`src/rtl/vram_arbiter_if.sv`:
```
// Bundles the three requester ports and the VRAM pin group of the VRAM arbiter.
// The arbiter connects to the slave modport. Requesters and the VRAM model
// connect to the master modport.
interface vram_arbiter_if;
  // video fetch unit
  logic        vidHold;
  logic        vidReq;
  logic [15:0] vidAddr;
  logic [7:0]  vidData;
  logic        vidValid;
  logic        vidLate;
  // CPU bus interface
  logic        cpuReq;
  logic        cpuWe;
  logic [15:0] cpuAddr;
  logic [7:0]  cpuWData;
  logic [7:0]  cpuRData;
  logic        cpuAck;
  // blitter
  logic        bltReq;
  logic        bltWe;
  logic [15:0] bltAddr;
  logic [7:0]  bltWData;
  logic [7:0]  bltRData;
  logic        bltAck;
  // VRAM pins
  logic [14:0] vramAddr;
  logic        nVramCE0;
  logic        nVramCE1;
  logic        nVramRd;
  logic        nVramWr;
  logic [7:0]  vramDout;
  logic        vramDoe;
  logic [7:0]  vramDin;

  modport slave (
    input  vidHold, vidReq, vidAddr,
    output vidData, vidValid, vidLate,
    input  cpuReq, cpuWe, cpuAddr, cpuWData,
    output cpuRData, cpuAck,
    input  bltReq, bltWe, bltAddr, bltWData,
    output bltRData, bltAck,
    output vramAddr, nVramCE0, nVramCE1, nVramRd, nVramWr, vramDout, vramDoe,
    input  vramDin
  );

  modport master (
    output vidHold, vidReq, vidAddr,
    input  vidData, vidValid, vidLate,
    output cpuReq, cpuWe, cpuAddr, cpuWData,
    input  cpuRData, cpuAck,
    output bltReq, bltWe, bltAddr, bltWData,
    input  bltRData, bltAck,
    input  vramAddr, nVramCE0, nVramCE1, nVramRd, nVramWr, vramDout, vramDoe,
    output vramDin
  );
endinterface

```
`src/rtl/vram_arbiter.sv`:
```
// VRAM bus arbiter. It is the only driver of the dual-bank VRAM pins.
// Each slot is one IDLE grant cycle, then ACCESS_CYCLES of STROBE, then one RECOV cycle.
// Video reads win over every other requester. The CPU and the blitter share the
// remaining slots, either round-robin or with fixed CPU priority.
module vram_arbiter #(
  parameter int unsigned ACCESS_CYCLES = 2,  // strobe width, 1..7
  parameter bit          RR_ENABLE     = 1'b1
) (
  input logic           pixClk,
  input logic           reset,
  vram_arbiter_if.slave bus
);

  typedef enum logic [1:0] {IDLE, STROBE, RECOV} state_t;
  typedef enum logic [1:0] {OWN_NONE, OWN_VID, OWN_CPU, OWN_BLT} owner_t;

  localparam logic [2:0] LAST_STROBE = 3'(ACCESS_CYCLES - 1);

  state_t      state;
  owner_t      owner;
  logic [2:0]  strobeCnt;
  logic        accWe;
  logic        lastBlt;      // 1 = blitter was served last, so the CPU wins the next tie
  logic        vidPending;
  logic [15:0] vidPendAddr;

  owner_t      grant;
  logic [15:0] grantAddr;
  logic        grantWe;
  logic [7:0]  grantWData;
  logic        cpuWins;

  // Pick the requester that would be granted if the FSM is in IDLE this cycle.
  always_comb begin
    // NOTE: every output gets a default first so that no path leaves one unassigned and infers a latch.
    grant      = OWN_NONE;
    grantAddr  = '0;
    grantWe    = 1'b0;
    grantWData = '0;
    cpuWins    = bus.cpuReq && (!bus.bltReq || !RR_ENABLE || lastBlt);
    if (vidPending) begin
      grant     = OWN_VID;
      grantAddr = vidPendAddr;
    end else if (bus.vidReq) begin
      grant     = OWN_VID;
      grantAddr = bus.vidAddr;
    end else if (!bus.vidHold) begin
      if (cpuWins) begin
        grant      = OWN_CPU;
        grantAddr  = bus.cpuAddr;
        grantWe    = bus.cpuWe;
        grantWData = bus.cpuWData;
      end else if (bus.bltReq) begin
        grant      = OWN_BLT;
        grantAddr  = bus.bltAddr;
        grantWe    = bus.bltWe;
        grantWData = bus.bltWData;
      end
    end
  end

  // Slot sequencer with registered VRAM pins, acks and read data.
  always_ff @(posedge pixClk) begin
    // NOTE: sequential state uses non-blocking assignments, so every register here sees pre-edge values.
    if (reset) begin
      state        <= IDLE;
      owner        <= OWN_NONE;
      strobeCnt    <= '0;
      accWe        <= 1'b0;
      lastBlt      <= 1'b1;
      vidPending   <= 1'b0;
      vidPendAddr  <= '0;
      bus.vramAddr <= '0;
      bus.nVramCE0 <= 1'b1;
      bus.nVramCE1 <= 1'b1;
      bus.nVramRd  <= 1'b1;
      bus.nVramWr  <= 1'b1;
      bus.vramDoe  <= 1'b0;
      bus.vramDout <= '0;
      bus.cpuAck   <= 1'b0;
      bus.bltAck   <= 1'b0;
      bus.vidValid <= 1'b0;
      bus.cpuRData <= '0;
      bus.bltRData <= '0;
      bus.vidData  <= '0;
      bus.vidLate  <= 1'b0;
    end else begin
      bus.cpuAck   <= 1'b0;
      bus.bltAck   <= 1'b0;
      bus.vidValid <= 1'b0;

      // A video request that cannot start now is parked once. A second request is dropped.
      if (bus.vidReq && vidPending) begin
        bus.vidLate <= 1'b1;
      end else if (bus.vidReq && state != IDLE) begin
        vidPending  <= 1'b1;
        vidPendAddr <= bus.vidAddr;
        bus.vidLate <= 1'b1;
      end

      case (state)
        IDLE: begin
          if (grant != OWN_NONE) begin
            state        <= STROBE;
            owner        <= grant;
            strobeCnt    <= '0;
            accWe        <= grantWe;
            bus.vramAddr <= grantAddr[14:0];
            bus.nVramCE0 <= grantAddr[15];
            bus.nVramCE1 <= !grantAddr[15];
            bus.nVramRd  <= grantWe;
            bus.nVramWr  <= !grantWe;
            bus.vramDoe  <= grantWe;
            if (grantWe) bus.vramDout <= grantWData;
            if (grant == OWN_VID) vidPending <= 1'b0;
            if (grant == OWN_CPU) lastBlt <= 1'b0;
            if (grant == OWN_BLT) lastBlt <= 1'b1;
          end
        end
        STROBE: begin
          if (strobeCnt == LAST_STROBE) begin
            state        <= RECOV;
            bus.nVramCE0 <= 1'b1;
            bus.nVramCE1 <= 1'b1;
            bus.nVramRd  <= 1'b1;
            bus.nVramWr  <= 1'b1;
            bus.vramDoe  <= 1'b0;
            case (owner)
              OWN_VID: begin
                bus.vidData  <= bus.vramDin;
                bus.vidValid <= 1'b1;
              end
              OWN_CPU: begin
                if (!accWe) bus.cpuRData <= bus.vramDin;
                bus.cpuAck <= 1'b1;
              end
              OWN_BLT: begin
                if (!accWe) bus.bltRData <= bus.vramDin;
                bus.bltAck <= 1'b1;
              end
              default: ;
            endcase
          end else begin
            strobeCnt <= strobeCnt + 3'd1;
          end
        end
        RECOV: begin
          state <= IDLE;
          owner <= OWN_NONE;
        end
        default: state <= IDLE;
      endcase
    end
  end

endmodule
```
`src/flat_wrapper.sv`:
```
// flat-port wrapper written by rule: the top's interface ports become plain ports
module vram_arbiter_flat 
#(
  parameter int unsigned ACCESS_CYCLES = 2,                       
  parameter bit          RR_ENABLE     = 1'b1
)
  (pixClk, reset, bus_vidHold, bus_vidReq, bus_vidAddr, bus_vidData, bus_vidValid, bus_vidLate, bus_cpuReq, bus_cpuWe, bus_cpuAddr, bus_cpuWData, bus_cpuRData, bus_cpuAck, bus_bltReq, bus_bltWe, bus_bltAddr, bus_bltWData, bus_bltRData, bus_bltAck, bus_vramAddr, bus_nVramCE0, bus_nVramCE1, bus_nVramRd, bus_nVramWr, bus_vramDout, bus_vramDoe, bus_vramDin);
  vram_arbiter_if bus_i ();
  input logic pixClk;
  input logic reset;
  input wire logic [$bits(bus_i.vidHold)-1:0] bus_vidHold;
  input wire logic [$bits(bus_i.vidReq)-1:0] bus_vidReq;
  input wire logic [$bits(bus_i.vidAddr)-1:0] bus_vidAddr;
  output wire logic [$bits(bus_i.vidData)-1:0] bus_vidData;
  output wire logic [$bits(bus_i.vidValid)-1:0] bus_vidValid;
  output wire logic [$bits(bus_i.vidLate)-1:0] bus_vidLate;
  input wire logic [$bits(bus_i.cpuReq)-1:0] bus_cpuReq;
  input wire logic [$bits(bus_i.cpuWe)-1:0] bus_cpuWe;
  input wire logic [$bits(bus_i.cpuAddr)-1:0] bus_cpuAddr;
  input wire logic [$bits(bus_i.cpuWData)-1:0] bus_cpuWData;
  output wire logic [$bits(bus_i.cpuRData)-1:0] bus_cpuRData;
  output wire logic [$bits(bus_i.cpuAck)-1:0] bus_cpuAck;
  input wire logic [$bits(bus_i.bltReq)-1:0] bus_bltReq;
  input wire logic [$bits(bus_i.bltWe)-1:0] bus_bltWe;
  input wire logic [$bits(bus_i.bltAddr)-1:0] bus_bltAddr;
  input wire logic [$bits(bus_i.bltWData)-1:0] bus_bltWData;
  output wire logic [$bits(bus_i.bltRData)-1:0] bus_bltRData;
  output wire logic [$bits(bus_i.bltAck)-1:0] bus_bltAck;
  output wire logic [$bits(bus_i.vramAddr)-1:0] bus_vramAddr;
  output wire logic [$bits(bus_i.nVramCE0)-1:0] bus_nVramCE0;
  output wire logic [$bits(bus_i.nVramCE1)-1:0] bus_nVramCE1;
  output wire logic [$bits(bus_i.nVramRd)-1:0] bus_nVramRd;
  output wire logic [$bits(bus_i.nVramWr)-1:0] bus_nVramWr;
  output wire logic [$bits(bus_i.vramDout)-1:0] bus_vramDout;
  output wire logic [$bits(bus_i.vramDoe)-1:0] bus_vramDoe;
  input wire logic [$bits(bus_i.vramDin)-1:0] bus_vramDin;
  assign bus_i.vidHold = bus_vidHold;
  assign bus_i.vidReq = bus_vidReq;
  assign bus_i.vidAddr = bus_vidAddr;
  assign bus_vidData = bus_i.vidData;
  assign bus_vidValid = bus_i.vidValid;
  assign bus_vidLate = bus_i.vidLate;
  assign bus_i.cpuReq = bus_cpuReq;
  assign bus_i.cpuWe = bus_cpuWe;
  assign bus_i.cpuAddr = bus_cpuAddr;
  assign bus_i.cpuWData = bus_cpuWData;
  assign bus_cpuRData = bus_i.cpuRData;
  assign bus_cpuAck = bus_i.cpuAck;
  assign bus_i.bltReq = bus_bltReq;
  assign bus_i.bltWe = bus_bltWe;
  assign bus_i.bltAddr = bus_bltAddr;
  assign bus_i.bltWData = bus_bltWData;
  assign bus_bltRData = bus_i.bltRData;
  assign bus_bltAck = bus_i.bltAck;
  assign bus_vramAddr = bus_i.vramAddr;
  assign bus_nVramCE0 = bus_i.nVramCE0;
  assign bus_nVramCE1 = bus_i.nVramCE1;
  assign bus_nVramRd = bus_i.nVramRd;
  assign bus_nVramWr = bus_i.nVramWr;
  assign bus_vramDout = bus_i.vramDout;
  assign bus_vramDoe = bus_i.vramDoe;
  assign bus_i.vramDin = bus_vramDin;
  vram_arbiter #(.ACCESS_CYCLES(ACCESS_CYCLES), .RR_ENABLE(RR_ENABLE)) u_core (.pixClk(pixClk), .reset(reset), .bus(bus_i));
endmodule
```
`config.mk`:
```
export PLATFORM = sky130hd
export DESIGN_NAME = vram_arbiter_flat
export DESIGN_NICKNAME = d
export VERILOG_FILES = /design/src/rtl/vram_arbiter_if.sv /design/src/rtl/vram_arbiter.sv /design/src/flat_wrapper.sv
export SDC_FILE = /design/constraint.sdc
export NUM_CORES = 1
export LEC_CHECK = 0
export ABC_AREA = 0
export CORE_UTILIZATION = 45
export CTS_CLUSTER_DIAMETER = 100
export DETAILED_ROUTE_END_ITERATION = 6
export PLACE_DENSITY = 0.76
export SLEW_MARGIN = 30
export SYNTH_ARGS = -nofsm -noshare
export SYNTH_HDL_FRONTEND = slang
export SYNTH_SLANG_ARGS = --single-unit
```
`constraint.sdc`:
```
create_clock -name pixClk -period 3.72 [get_ports pixClk]
set_clock_uncertainty 0.1 [all_clocks]
set_input_delay 0.372 -clock pixClk [delete_from_list [all_inputs] [get_ports pixClk]]
set_output_delay 0.372 -clock pixClk [all_outputs]
set_load 0.02 [all_outputs]
```
==> impl_results.md <==
- Layout net count: 600
- Resized Gates After CTS: 0
- Largest net degree at the start of global routing: 45
- Post-synth ARST share: 0%
- Slew headroom: 39.3%
- Post-Syn Area per Cell: 9.52 um^2
- RSZ-0062 raised after global routing: no
- Layout area overhead: 39.8%
- Met3 routed WL: 702 um
- Post-Route WL: 9780 um
- DR vias: 3338
- Highest metal used: met4
- Most used DFF post-synth: dfxtp_1
- Htree depth: 3
- Die W: 94.1 um
- CTS tree: done
- Setup TNS: 0 ns
- Setup Fix Bufs, Post-CTS: 0
- Synth Register Bits: 82
- Setup violators final: 0
- I/O pins: 136
- Cells after Synth: 401
- Crit-path max cell delay: 0.81 ns
- Hold buffers post-CTS: 0
- Leak pwr: 1.91 nW
- DRC viols: 0
- Crit path capture type: register
- CP Max Fanout: 29
- Hold Slack: 0.385 ns
- Yosys top cell area share: 43.0%
- Worst min-delay path class: reg -> reg
- Worst setup SP type: primary input
- Wirelength per Cell: 15.6 um
- Met2 routed WL: 4640 um
- Synth area leader: dfxtp_1
- Worst-skew pair later-pin latency: 0.35 ns
- Fin crit share: 68.0%
- HPWL Detailed: 7140 um
- Slew of the pin with the lowest slew margin: 0.908 ns
- Critical Path RT: 3.88 ns
- Chip height: 94.1 um
- Max Slew Vio Count: 0
- Die area: 8860 um^2
- Most frequent cells in the layout: clkdlybuf4s50_1, dfxtp_1, nor2_1
- Final hold vios: 0
- Status: finished clean
- Vias in the first global route: 3336
- First-pass GRT wire length: 15800 um
- Final worst path period need: 2.53 ns
- Root buf cell: clkbuf_8
- Finished Core Util: 65.0%
- Commonest non-fill, non-tap cell in the layout: clkdlybuf4s50_1
- M1 WL: 4280 um
- Worst path bufs/invs: 2
- Synth area leaders: dfxtp_1, mux2i_1, nor2_1
- Iter 0 DRT Violations: 156
- Arr. time, crit path: 2.70 ns
- Routability congestion estimate: 0.790
- Max Cap Viol: 0
- Max Fclk: 395 MHz
- PortBufs: 135
- Worst path top cell family by delay: buffers and inverters
- CORE AREA: 8220 um^2
- Netlist Area Pre-Place: 3820 um^2
- Global Route Usage Sum: 22.9%
- Cell Chain, Critical Path: clkdlybuf4s50_1, o21bai_1, a21boi_4, buf_4, nor2_1, a211oi_2
- Number of synthesized flops with an enable pin: 0
- VDD IR-drop max: 0.225 mV
- Via density: 5.32
- Effective utilization at floorplan: 46.5%
- Synth warn: 0
- Diodes inserted: 0
- CP Class: in -> reg
- Synthesized Nets: 483
- Power Density: 371 nW/um^2
- Post-route ant nets: 0
- Initial antenna violation count: 0
- CTS Buffer Depth: 2
- Sinks on Clock Net: 82
- CP max stage cell: clkdlybuf4s50_1
- Rows: 33
- Clock slew at reported path FFs: 0.08 ns
- CTS buffer count: 9
- Grt ovf: 0
- Share of cells above drive strength 1: 10.2%
- Sequential share of the synthesized area: 43.0%
- Cell variety after synth: 52
- Pre-Repair DR Iteration Count: 4
==> per-layer routing <==
metal  global-route usage, %  vias to the layer above
li1                        -                     1665
met1                    28.2                     1569
met2                    37.4                       87
met3                    7.77                       17
met4                    7.31                        0
met5                       0                        -
==> worst reg2reg max path, cell delays in order (launching register included) <==
cell and delay, ns:
dfxtp_1 0.36, nand2b_1 0.38, and3_1 0.74, a221oi_1 0.17, a211oi_1 0.29
==> path summary, 6_finish.rpt <==
kind                       from                endpoint  slack [ns]  cells past startpoint
max reg2reg      u_core.lastBlt  u_core.bus.vramAddr[1]        1.60                      4
max                  bus_cpuReq  u_core.bus.vramAddr[8]        1.19                      6
min reg2reg  u_core.bus.vidLate      u_core.bus.vidLate        0.39                      2
min          u_core.bus.vidLate      u_core.bus.vidLate        0.39                      2
==> flip-flops by register name, indices dropped and copies added (netlist names), 2 cells and up <==
register             flops
u_core.vidPendAddr      16
u_core.bus.vramAddr     15
u_core.bus.bltRData      8
u_core.bus.cpuRData      8
u_core.bus.vidData       8
u_core.bus.vramDout      8
u_core.strobeCnt         3
u_core.owner             2
u_core.state             2
==> cell type report <==
type | count | area (um^2)
clock buffers | 11 | 131
clock inverters | 4 | 53.8
fillers | 690 | 2880
inverters | 5 | 18.8
multi-input cells | 278 | 1960
flip-flops and latches | 82 | 1640
well taps | 105 | 131
repair buffers | 142 | 1400
==> power by group <==
group / internal [mW] / switching, mW / leakage (nW) / total [mW]
Clock: 0.308 / 0.311 / 0.0856 / 0.620
Combinational: 0.204 / 0.201 / 1.16 / 0.405
Sequential: 0.921 / 0.0324 / 0.668 / 0.954
Total: 1.43 / 0.545 / 1.91 / 1.98
==> stage by stage <==
step / worst slack [ns] / instance area [um^2] / power, mW / cells
floorplan: 2.07 / 3820 / 1.20 / 401
CTS: 1.18 / 5340 / 2.00 / 627
global route: 1.02 / 5340 / 2.07 / 627
finish: 1.19 / 5340 / 1.98 / 627
detailed placement: 0.825 / 5150 / 1.38 / 612
global placement: 0.925 / 5150 / 1.37 / 612
==> synth_stat cells, types with 2 or more instances <==
library cell and instances:
o21ai_1 8, a31oi_1 2, buf_6 6, nand2_1 36
buf_2 10, a211oi_1 6, nor2_1 63, a21boi_1 3
nor3b_1 3, nand2b_1 4, o21ai_0 18, ha_1 2
nor3_1 5, a211oi_2 9, a21oi_1 4, a32oi_1 8
a221oi_1 7, nor2b_1 11, or3_1 3, inv_1 5
dfxtp_1 82, o21bai_1 2, mux2i_1 40, a221oi_2 9
buf_1 4, buf_4 5, nand3b_1 3, clkbuf_1 11
o22ai_1 2, o41ai_1 7, nor4_1 2
==> logic make-up (layout without fill, tap and decap cells) <==
family / after synthesis / in the layout / synth area share (%)
xor gates and xnor gates: 1 / 1 / 0.229
adders and majority gates: 2 / 2 / 0.655
and+or+nand+nor: 141 / 141 / 18.3
muxes: 41 / 41 / 10.8
AOI/OAI and AO/OA: 93 / 93 / 21.0
DFF: 82 / 82 / 43.0
buffers and inverters: 41 / 162 / 6.03
(Power assumes the default switching activity.)
